**config.mk**
```make
export PLATFORM = sky130hd
export DESIGN_NAME = matrix_stream_port
export DESIGN_NICKNAME = d
export VERILOG_FILES = /design/src/rtl/matrix_stream_port.sv
export SDC_FILE = /design/constraint.sdc
export NUM_CORES = 1
export LEC_CHECK = 0
export BUFFER_PORTS_ARGS = -buffer_cell sky130_fd_sc_hd__buf_2
export CAP_MARGIN = 10
export CORE_ASPECT_RATIO = 1.1
export CORE_MARGIN = 5
export CORE_UTILIZATION = 48
export CTS_CLUSTER_SIZE = 30
export DETAILED_ROUTE_END_ITERATION = 16
export MAX_ROUTING_LAYER = met4
export PLACE_DENSITY_LB_ADDON = 0.1
export SYNTH_ARGS = -nofsm -noshare
export SYNTH_HDL_FRONTEND = slang
export SYNTH_SLANG_ARGS = --single-unit
```
**constraint.sdc**
```tcl
create_clock -name clk -period 1.94 [get_ports clk]
set_input_delay 0.097 -clock clk [delete_from_list [all_inputs] [get_ports clk]]
set_output_delay 0.097 -clock clk [all_outputs]
set_load 0.01 [all_outputs]
```
**src/rtl/matrix_stream_port.sv**
```systemverilog
// matrix_stream_port: valid/ready streaming front-end for the 3x3 multiplier.
// Optional build macro MATSTREAM_OVERLAP_EN lets frame N+1's A load during DRAIN.
module matrix_stream_port #(
    parameter int ELEM_W = 16
) (
    input  logic                clk,
    input  logic                rst_n,
    input  logic [ELEM_W-1:0]   in_data,
    input  logic                in_valid,
    output logic                in_ready,
    output logic [9*ELEM_W-1:0] mat_a,
    output logic [9*ELEM_W-1:0] mat_b,
    input  logic [9*ELEM_W-1:0] mat_res,
    output logic [ELEM_W-1:0]   out_data,
    output logic                out_valid,
    input  logic                out_ready,
    output logic                out_last,
    output logic                busy
);

    localparam int BUS_W = 9 * ELEM_W;

    typedef enum logic [1:0] {
        LOAD_A = 2'd0,
        LOAD_B = 2'd1,
        CALC   = 2'd2,
        DRAIN  = 2'd3
    } state_e;

    state_e             state_q, state_d;
    logic [3:0]         in_cnt_q, in_cnt_d;
    logic [3:0]         out_cnt_q, out_cnt_d;
    logic [BUS_W-1:0]   mat_a_q, mat_a_d;
    logic [BUS_W-1:0]   mat_b_q, mat_b_d;
    logic [BUS_W-1:0]   shift_q, shift_d;

    logic               in_rdy;
    logic               accept;
    logic               out_hs;
    logic [3:0]         in_cnt_inc;

    // Output decode: everything comes from registered state and counters only.
    always_comb begin
        in_rdy = 1'b0;
        unique case (state_q)
            LOAD_A:  in_rdy = 1'b1;
            LOAD_B:  in_rdy = 1'b1;
            CALC:    in_rdy = 1'b0;
`ifdef MATSTREAM_OVERLAP_EN
            DRAIN:   in_rdy = (in_cnt_q < 4'd9);
`else
            DRAIN:   in_rdy = 1'b0;
`endif
            default: in_rdy = 1'b0;
        endcase
    end

    assign in_ready   = in_rdy;
    assign accept     = in_valid & in_rdy;
    assign out_valid  = (state_q == DRAIN);
    assign out_last   = (state_q == DRAIN) && (out_cnt_q == 4'd8);
    assign out_hs     = out_valid & out_ready;
    assign out_data   = shift_q[BUS_W-1 -: ELEM_W];
    assign busy       = !((state_q == LOAD_A) && (in_cnt_q == 4'd0));
    assign mat_a      = mat_a_q;
    assign mat_b      = mat_b_q;
    assign in_cnt_inc = in_cnt_q + 4'd1;

    // Next-state: element placement, FSM sequencing and result shifting.
    always_comb begin
        state_d   = state_q;
        in_cnt_d  = in_cnt_q;
        out_cnt_d = out_cnt_q;
        mat_a_d   = mat_a_q;
        mat_b_d   = mat_b_q;
        shift_d   = shift_q;

        unique case (state_q)
            LOAD_A: begin
                if (accept) begin
                    for (int n = 0; n < 9; n++) begin
                        if (in_cnt_q == 4'(n)) begin
                            mat_a_d[(8-n)*ELEM_W +: ELEM_W] = in_data;
                        end
                    end
                    if (in_cnt_q == 4'd8) begin
                        in_cnt_d = 4'd0;
                        state_d  = LOAD_B;
                    end else begin
                        in_cnt_d = in_cnt_inc;
                    end
                end
            end
            LOAD_B: begin
                if (accept) begin
                    for (int n = 0; n < 9; n++) begin
                        if (in_cnt_q == 4'(n)) begin
                            mat_b_d[(8-n)*ELEM_W +: ELEM_W] = in_data;
                        end
                    end
                    if (in_cnt_q == 4'd8) begin
                        in_cnt_d = 4'd0;
                        state_d  = CALC;
                    end else begin
                        in_cnt_d = in_cnt_inc;
                    end
                end
            end
            CALC: begin
                shift_d   = mat_res;
                out_cnt_d = 4'd0;
                state_d   = DRAIN;
            end
            DRAIN: begin
`ifdef MATSTREAM_OVERLAP_EN
                // Product is already captured, so mat_a may be refilled here.
                if (accept) begin
                    for (int n = 0; n < 9; n++) begin
                        if (in_cnt_q == 4'(n)) begin
                            mat_a_d[(8-n)*ELEM_W +: ELEM_W] = in_data;
                        end
                    end
                    in_cnt_d = in_cnt_inc;
                end
`endif
                if (out_hs) begin
                    shift_d   = shift_q << ELEM_W;
                    out_cnt_d = out_cnt_q + 4'd1;
                    if (out_cnt_q == 4'd8) begin
                        out_cnt_d = 4'd0;
                        state_d   = LOAD_A;
`ifdef MATSTREAM_OVERLAP_EN
                        if (in_cnt_d == 4'd9) begin
                            in_cnt_d = 4'd0;
                            state_d  = LOAD_B;
                        end
`endif
                    end
                end
            end
            default: begin
                state_d = LOAD_A;
            end
        endcase
    end

    // State and datapath registers with synchronous active-low reset.
    always_ff @(posedge clk) begin
        if (!rst_n) begin
            state_q   <= LOAD_A;
            in_cnt_q  <= 4'd0;
            out_cnt_q <= 4'd0;
            mat_a_q   <= '0;
            mat_b_q   <= '0;
            shift_q   <= '0;
        end else begin
            state_q   <= state_d;
            in_cnt_q  <= in_cnt_d;
            out_cnt_q <= out_cnt_d;
            mat_a_q   <= mat_a_d;
            mat_b_q   <= mat_b_d;
            shift_q   <= shift_d;
        end
    end

endmodule
```
==> results.ini, run 1 <==
[pwr]
switchingPower_mw=4.55
comb_power_share_pct=8.2
power.internal_mw=15.0
power_density_nw_per_um2=817
power.leakage_nw=11.0
ir_drop_v=0.000677
clkPwrFrac_pct=44.1
switching_share_pct=23.3
p_seq_share_pct=47.7

[finish]
layout.nets=2519
area.sequential_um2=8850
area_growth_pct=33.9
fillers=3016
fin_util_pct=64.6
multi_input_area_um2=8180
drive_above_1_share_pct=30.6

[floorplan]
die_h_um=212
initial_utilization_pct=48.3
coreArea_um2=36900
ios=472
die_w_um=194
fp-row-count=74
dieArea_um2=41100

[synth]
synth_flop_cell=dfxtp_1
synth_most_common_cell=dfxtp_1
synth_edf_count=0
synthTopCellsByArea=dfxtp_1 (50%), mux2i_1 (20%), nand2_1 (8.0%), a211oi_2 (7.0%), nor2_1 (3.3%)
ys_seq_area_share_pct=49.6
synth_top_area_share_pct=49.6
synth_cells=1770
synth_common_cells=dfxtp_1 (442), nand2_1 (378), mux2i_1 (355), nor2_1 (155), a211oi_2 (100)
yosysUniqueCellTypes=43
ys_ff_latch=442
avgSynthCellArea_um2=10.1
yosys.area.top_type=dfxtp_1
yosys_warnings=0
async_reset_ff_share_pct=0
syn_area_um2=17800
syn_nets=1944

[sta]
fin_skew_ps=7.51
setup_violations=0
rsz0062_at_grt=yes
fmax_mhz=531
fin_crit_ps=1880
hold_viol_final=0
fin_crit_sh_pct=97.0
max_slew_margin_pct=43.8
slew_violations=0
tightest_slew_ps=842
holdWs_ps=55.0

[grt]
overflow=0
antenna_found_initial=2
first_global_vias=14900
grt_pass1_wl_um=83900
grt_max_degree=78
grt_usage_pct=26.0

[clock_network]
cts_buffers=45
h-tree-depth=2
cts_sinks=442
root_buffer=clkbuf_16
clockBufferDepth=3
clkTransAtPathRegs_ps=60
clkLatencyLatePin_ps=550
cts_tree=yes

[drt]
first_pass_iters=5
wirelength_um=54800
vias_per_cell=5.11
vias=14700
avgRoutedWirePerCell_um=19.0
initialDrtViolationCount=774
ant_nets=0
drc=0

[setup_path]
cp-start-kind=register
path_buf_inv=3
crit_path_cell_trace=buf_4, ha_4, buf_8, nor2_1, buf_2
max_stage_delay_ps=330
cp-startpoint=state_q[0]
worstPathArrival_ps=1780
criticalPathCategory=reg -> out
crit_slowest_cell=dfxtp_2
crit_path_end_kind=output port
worstPathMaxFanout=25
cp_top_family=buffers and inverters
required_ps=1840
r2r_start=state_q[0]

[hold_path]
hp-class=in -> reg
min_from=mat_res[18]

[run]
maxCapViolCount=0

[outcome]
status=finished clean

[placement]
dpl.hpwl_um=37500
gp_congestion=0.829
io_buffers=471

path summary, 6_finish.rpt:
path | slack (ps) | cells after the start | endpoint
max | 60 | 5 | in_ready
min | 60 | 3 | shift_q[18]
max reg2reg | 60 | 7 | in_cnt_q[2]
min reg2reg | 450 | 2 | mat_a[130]
worst reg2reg max path, cell delays in order (launching register included):
cell      delay (ps)
dfxtp_2          320
buf_4            140
ha_4             220
buf_4            160
or3b_4           420
nor2_4           170
a31oi_1          100
a311oi_1         240
stage by stage:
stage	instances	setup slack (ps)	instance area, um2	total power, mW	TNS, ps
final	2875	58.0	23900	19.5	0
after CTS	2871	-12.6	23700	19.7	-46.3
after floorplan	1770	139	17800	10.2	0
after global placement	2624	22.0	20600	10.8	0
after detailed placement	2624	-1.26	20600	10.8	-1.26
after global routing	2875	-67.6	23900	20.2	-930
state kept, by name, indices dropped and copies added (netlist names):
| signal | cells |
|---|---|
| in_cnt_q | 4 |
| state_q | 2 |
| mat_b | 144 |
| shift_q | 144 |
| mat_a | 144 |
| out_cnt_q | 4 |
cell families after synthesis:
logic type                 synth area share, %
DFF                                       49.6
adders and majority gates                0.701
AOI/OAI and AO/OA                         11.2
and+or+nand+nor                           13.6
muxes                                     19.9
buffers and inverters                     5.05
power by group through the flow:
| stage | Sequential [mW] | Combinational, mW | Clock, mW |
|---|---|---|---|
| after global routing | 9.31 | 1.72 | 9.15 |
| after CTS | 9.30 | 1.57 | 8.79 |
| after detailed placement | 9.50 | 1.30 | 0 |
| final | 9.30 | 1.60 | 8.61 |
| after floorplan | 9.53 | 0.677 | 0 |
| after global placement | 9.49 | 1.29 | 0 |
cells in the final DEF, fill, tap and decap left out, types with 3 or more instances in the layout:
| cell type | instances |
|---|---|
| dfxtp_1 | 440 |
| dlygate4sd3_1 | 161 |
| clkbuf_16 | 46 |
| buf_2 | 469 |
| nand2_1 | 378 |
| a211oi_1 | 28 |
| inv_1 | 6 |
| buf_16 | 3 |
| nor2_4 | 3 |
| a21oi_1 | 68 |
| nand3_1 | 6 |
| a22oi_1 | 16 |
| ha_1 | 7 |
| clkinv_2 | 6 |
| nand2_2 | 8 |
| clkbuf_8 | 13 |
| buf_4 | 25 |
| buf_12 | 20 |
| nor2_1 | 155 |
| clkbuf_1 | 12 |
| a211oi_2 | 100 |
| nand2_8 | 6 |
| o21ai_0 | 3 |
| mux2i_1 | 354 |
per-layer routing:
layer	vias to the layer above	track usage (%)	part of all wire, %
met5	-	-	0
met4	0	9.97	4.0
met3	117	4.82	5.6
met2	445	45.4	50
met1	6978	30.0	40
li1	7160	-	-
layout make-up:
class,instances,share of cell area (%)
Antenna cell,2,0.0210
Tap cell,494,2.59
Clock buffer,70,5.65
Sequential cell,442,37.1
Multi-Input combinational cell,1166,34.3
Inverter,7,0.141
Timing Repair Buffer,683,19.8
Clock inverter,11,0.482
timing repair:
| action | CTS | global route |
|---|---|---|
| hold buffers | 161 | 0 |
| gates cloned | 1 | 1 |
| setup buffers | 4 | 1 |
| hold endpoints to repair | 229 | 0 |
| gates resized for setup | 3 | 18 |
| endpoints found under the setup margin | 26 | 215 |
| pin swaps | 1 | 2 |
Note: power is estimated with default switching activity, not from simulation.
==> run 2: changes to the inputs <==
--- a/config.mk
+++ b/config.mk
@@ -5,11 +5,12 @@
 export SDC_FILE = /design/constraint.sdc
 export NUM_CORES = 1
 export LEC_CHECK = 0
+export ABC_CLOCK_PERIOD_IN_PS = 2300
 export BUFFER_PORTS_ARGS = -buffer_cell sky130_fd_sc_hd__buf_2
 export CAP_MARGIN = 10
 export CORE_ASPECT_RATIO = 1.1
 export CORE_MARGIN = 5
-export CORE_UTILIZATION = 48
+export CORE_UTILIZATION = 57
 export CTS_CLUSTER_SIZE = 30
 export DETAILED_ROUTE_END_ITERATION = 16
 export MAX_ROUTING_LAYER = met4
==> constraint.sdc (replaced) <==
create_clock -name clk -period 2.3 [get_ports clk]
set_input_delay 0.115 -clock clk [delete_from_list [all_inputs] [get_ports clk]]
set_output_delay 0.115 -clock clk [all_outputs]
set_load 0.01 [all_outputs]
==> run 2 against run 1 <==
Compared with the run above:
- non-clock buffer count shrank 30
- via count up 0.80%
- core utilization up 10 points
- sequential share of layout area grew 0.92 points
- largest power group unchanged
==> results.ini, run 2 (same netlist as run 1, synthesis figures left out) <==
[sta]
holdWs_ps=16.7  ; -38.3 ps
hold_viol_final=0  ; unchanged
timing.setup.tns_ps=0  ; unchanged
max_slew_margin_pct=32.8  ; -11 points
fin_crit_ps=2190
rsz0062_at_grt=no
slew_violations=0  ; unchanged
fin_skew_ps=8.09  ; +0.578 ps
fmax_mhz=456
setup_violations=0  ; unchanged
tightest_slew_ps=1010  ; +166 ps
fin_crit_sh_pct=95.3

[drt]
ant_nets=0  ; unchanged
wirelength_um=55100  ; +0.56%
drc=0  ; unchanged
vias=14800  ; +0.80%
avgRoutedWirePerCell_um=19.9  ; +4.4%
first_pass_iters=5  ; unchanged
vias_per_cell=5.35  ; +4.7%
initialDrtViolationCount=905  ; +17%

[setup_path]
rr_worst_depth=6  ; -1
crit_path_end_kind=register
required_ps=2760  ; +920 ps
worstPathArrival_ps=2650  ; +870 ps
r2r_end=shift_q[0]
criticalPathCategory=reg -> reg
worstPathMaxFanout=17  ; -32%
r2r_start=state_q[0]
cp-start-kind=register
r2r_slack_ps=110  ; +50 ps

[placement]
io_buffers=471  ; unchanged
gp_congestion=0.877  ; +5.8%
dpl_cell_area_um2=20200  ; -1.7%
dp.cells=2535  ; -3.4%
dpl.hpwl_um=36000  ; -3.9%

[finish]
drive_above_1_share_pct=30.0  ; -0.61 points
final_common_cell=buf_2
area_growth_pct=30.6
final_cell_mix=buf_2 (470), dfxtp_1 (442), nand2_1 (378)
multi_input_area_um2=8110  ; -0.83%
postLayoutCellArea_um2=23300  ; -2.5%
fillers=2235  ; -26%
final_cells=2769  ; -3.7%
layout.nets=2488  ; -1.2%
area.sequential_um2=8850  ; about the same

[pwr]
power_density_nw_per_um2=715  ; -12%
power.leakage_nw=10.8  ; -1.2%
ir_drop_v=0.000651  ; -3.8%
p_total_mw=16.7  ; -15%

[grt]
overflow=0  ; unchanged
grt_usage_pct=31.0  ; +5.0 points
grt_pass1_wl_um=83700  ; -0.30%
grt_max_degree=138  ; +77%
antenna_found_initial=5  ; +3
first_global_vias=14900  ; +0.0067%

[floorplan]
initial_utilization_pct=57.3  ; +9.0 points
dieArea_um2=34900  ; -15%
die_h_um=196  ; -7.8%
ios=472  ; unchanged
fp-row-count=68  ; -8.1%
coreArea_um2=31100  ; -16%
die_w_um=179  ; -7.8%

[run]
maxCapViolCount=0  ; unchanged

[clock_network]
cts_tree=yes
clkLatencyLatePin_ps=540  ; about the same
clockBufferDepth=3  ; unchanged
cts_sinks=442  ; unchanged
cts_buffers=43  ; -4.4%
root_buffer=clkbuf_16
h-tree-depth=2  ; unchanged
clkTransAtPathRegs_ps=60  ; about the same
postCtsSetupBuffers=0  ; -4

[hold_path]
worstHoldEndpoint=shift_q[58]
holdPathStages=3  ; unchanged
hp-class=in -> reg
min_from=mat_res[58]

[outcome]
status=finished clean

-- run 2: cell count changes in the layout (fill, tap and decap cells not counted), moves of 3 or more --
| cell | change |
|---|---|
| buf_12 | -12 |
| buf_4 | -6 |
| bufinv_16 | +4 |
| clkbuf_1 | -8 |
| diode_2 | +3 |
| dlygate4sd3_1 | -8 |
| nand2_4 | +6 |
| nand2_8 | -6 |
-- run 2: cell type report --
type / count / share of cell area, %
clock inverters: 15 / 0.988
clock buffers: 60 / 5.55
inverters: 7 / 0.145
repair buffers: 653 / 18.2
multi-input cells: 1167 / 34.8
well taps: 420 / 2.26
flip-flops and latches: 442 / 38.0
diodes: 5 / 0.0537
-- run 2: critical path: stages, from the launching register on --
cell and delay, ps:
dfxtp_1 430, inv_1 100, ha_1 300, nor2b_2 210, a21oi_2 730, a22oi_1 140, nor2_1 190
-- run 2: how the worst max path moves through the flow --
| stage | start | endpoint | slack [ps] | cells past startpoint |
|---|---|---|---|---|
| finish | state_q[0] | shift_q[0] | 110 | 6 |
| global route | state_q[0] | out_last | 0.2 | 4 |
| CTS | state_q[0] | in_ready | 30 | 4 |
| detailed placement | state_q[0] | shift_q[131] | 170 | 7 |
| global placement | state_q[0] | shift_q[94] | 250 | 7 |
| floorplan | state_q[0] | mat_a[95] | 500 | 7 |
-- run 2: stage by stage --
stage | setup WS, ps | util (%)
after floorplan | 499 | -
after global placement | 252 | 64.9
after detailed placement | 167 | 64.9
after CTS | 27.4 | 74.7
after global routing | 0.211 | 74.8
final | 107 | 74.8
-- run 2: where the power goes --
part / internal (mW) / switching (mW) / total, mW
Combinational: 0.542 / 0.742 / 1.28
Sequential: 7.77 / 0.0731 / 7.85
Clock: 4.58 / 2.96 / 7.54
-- run 2: per-layer routing --
| metal | share of wire, % | track usage [%] |
|---|---|---|
| met1 | 37 | 34.3 |
| met2 | 51 | 54.2 |
| met5 | 0 | - |
| met3 | 6.8 | 6.20 |
| met4 | 4.8 | 13.1 |
-- run 2: what timing repair did --
action                                  CTS  global route
resized for setup                         0             2
endpoints found under the setup margin    0            34
endpoints found under the hold margin   210             0
hold buffers                            153             0
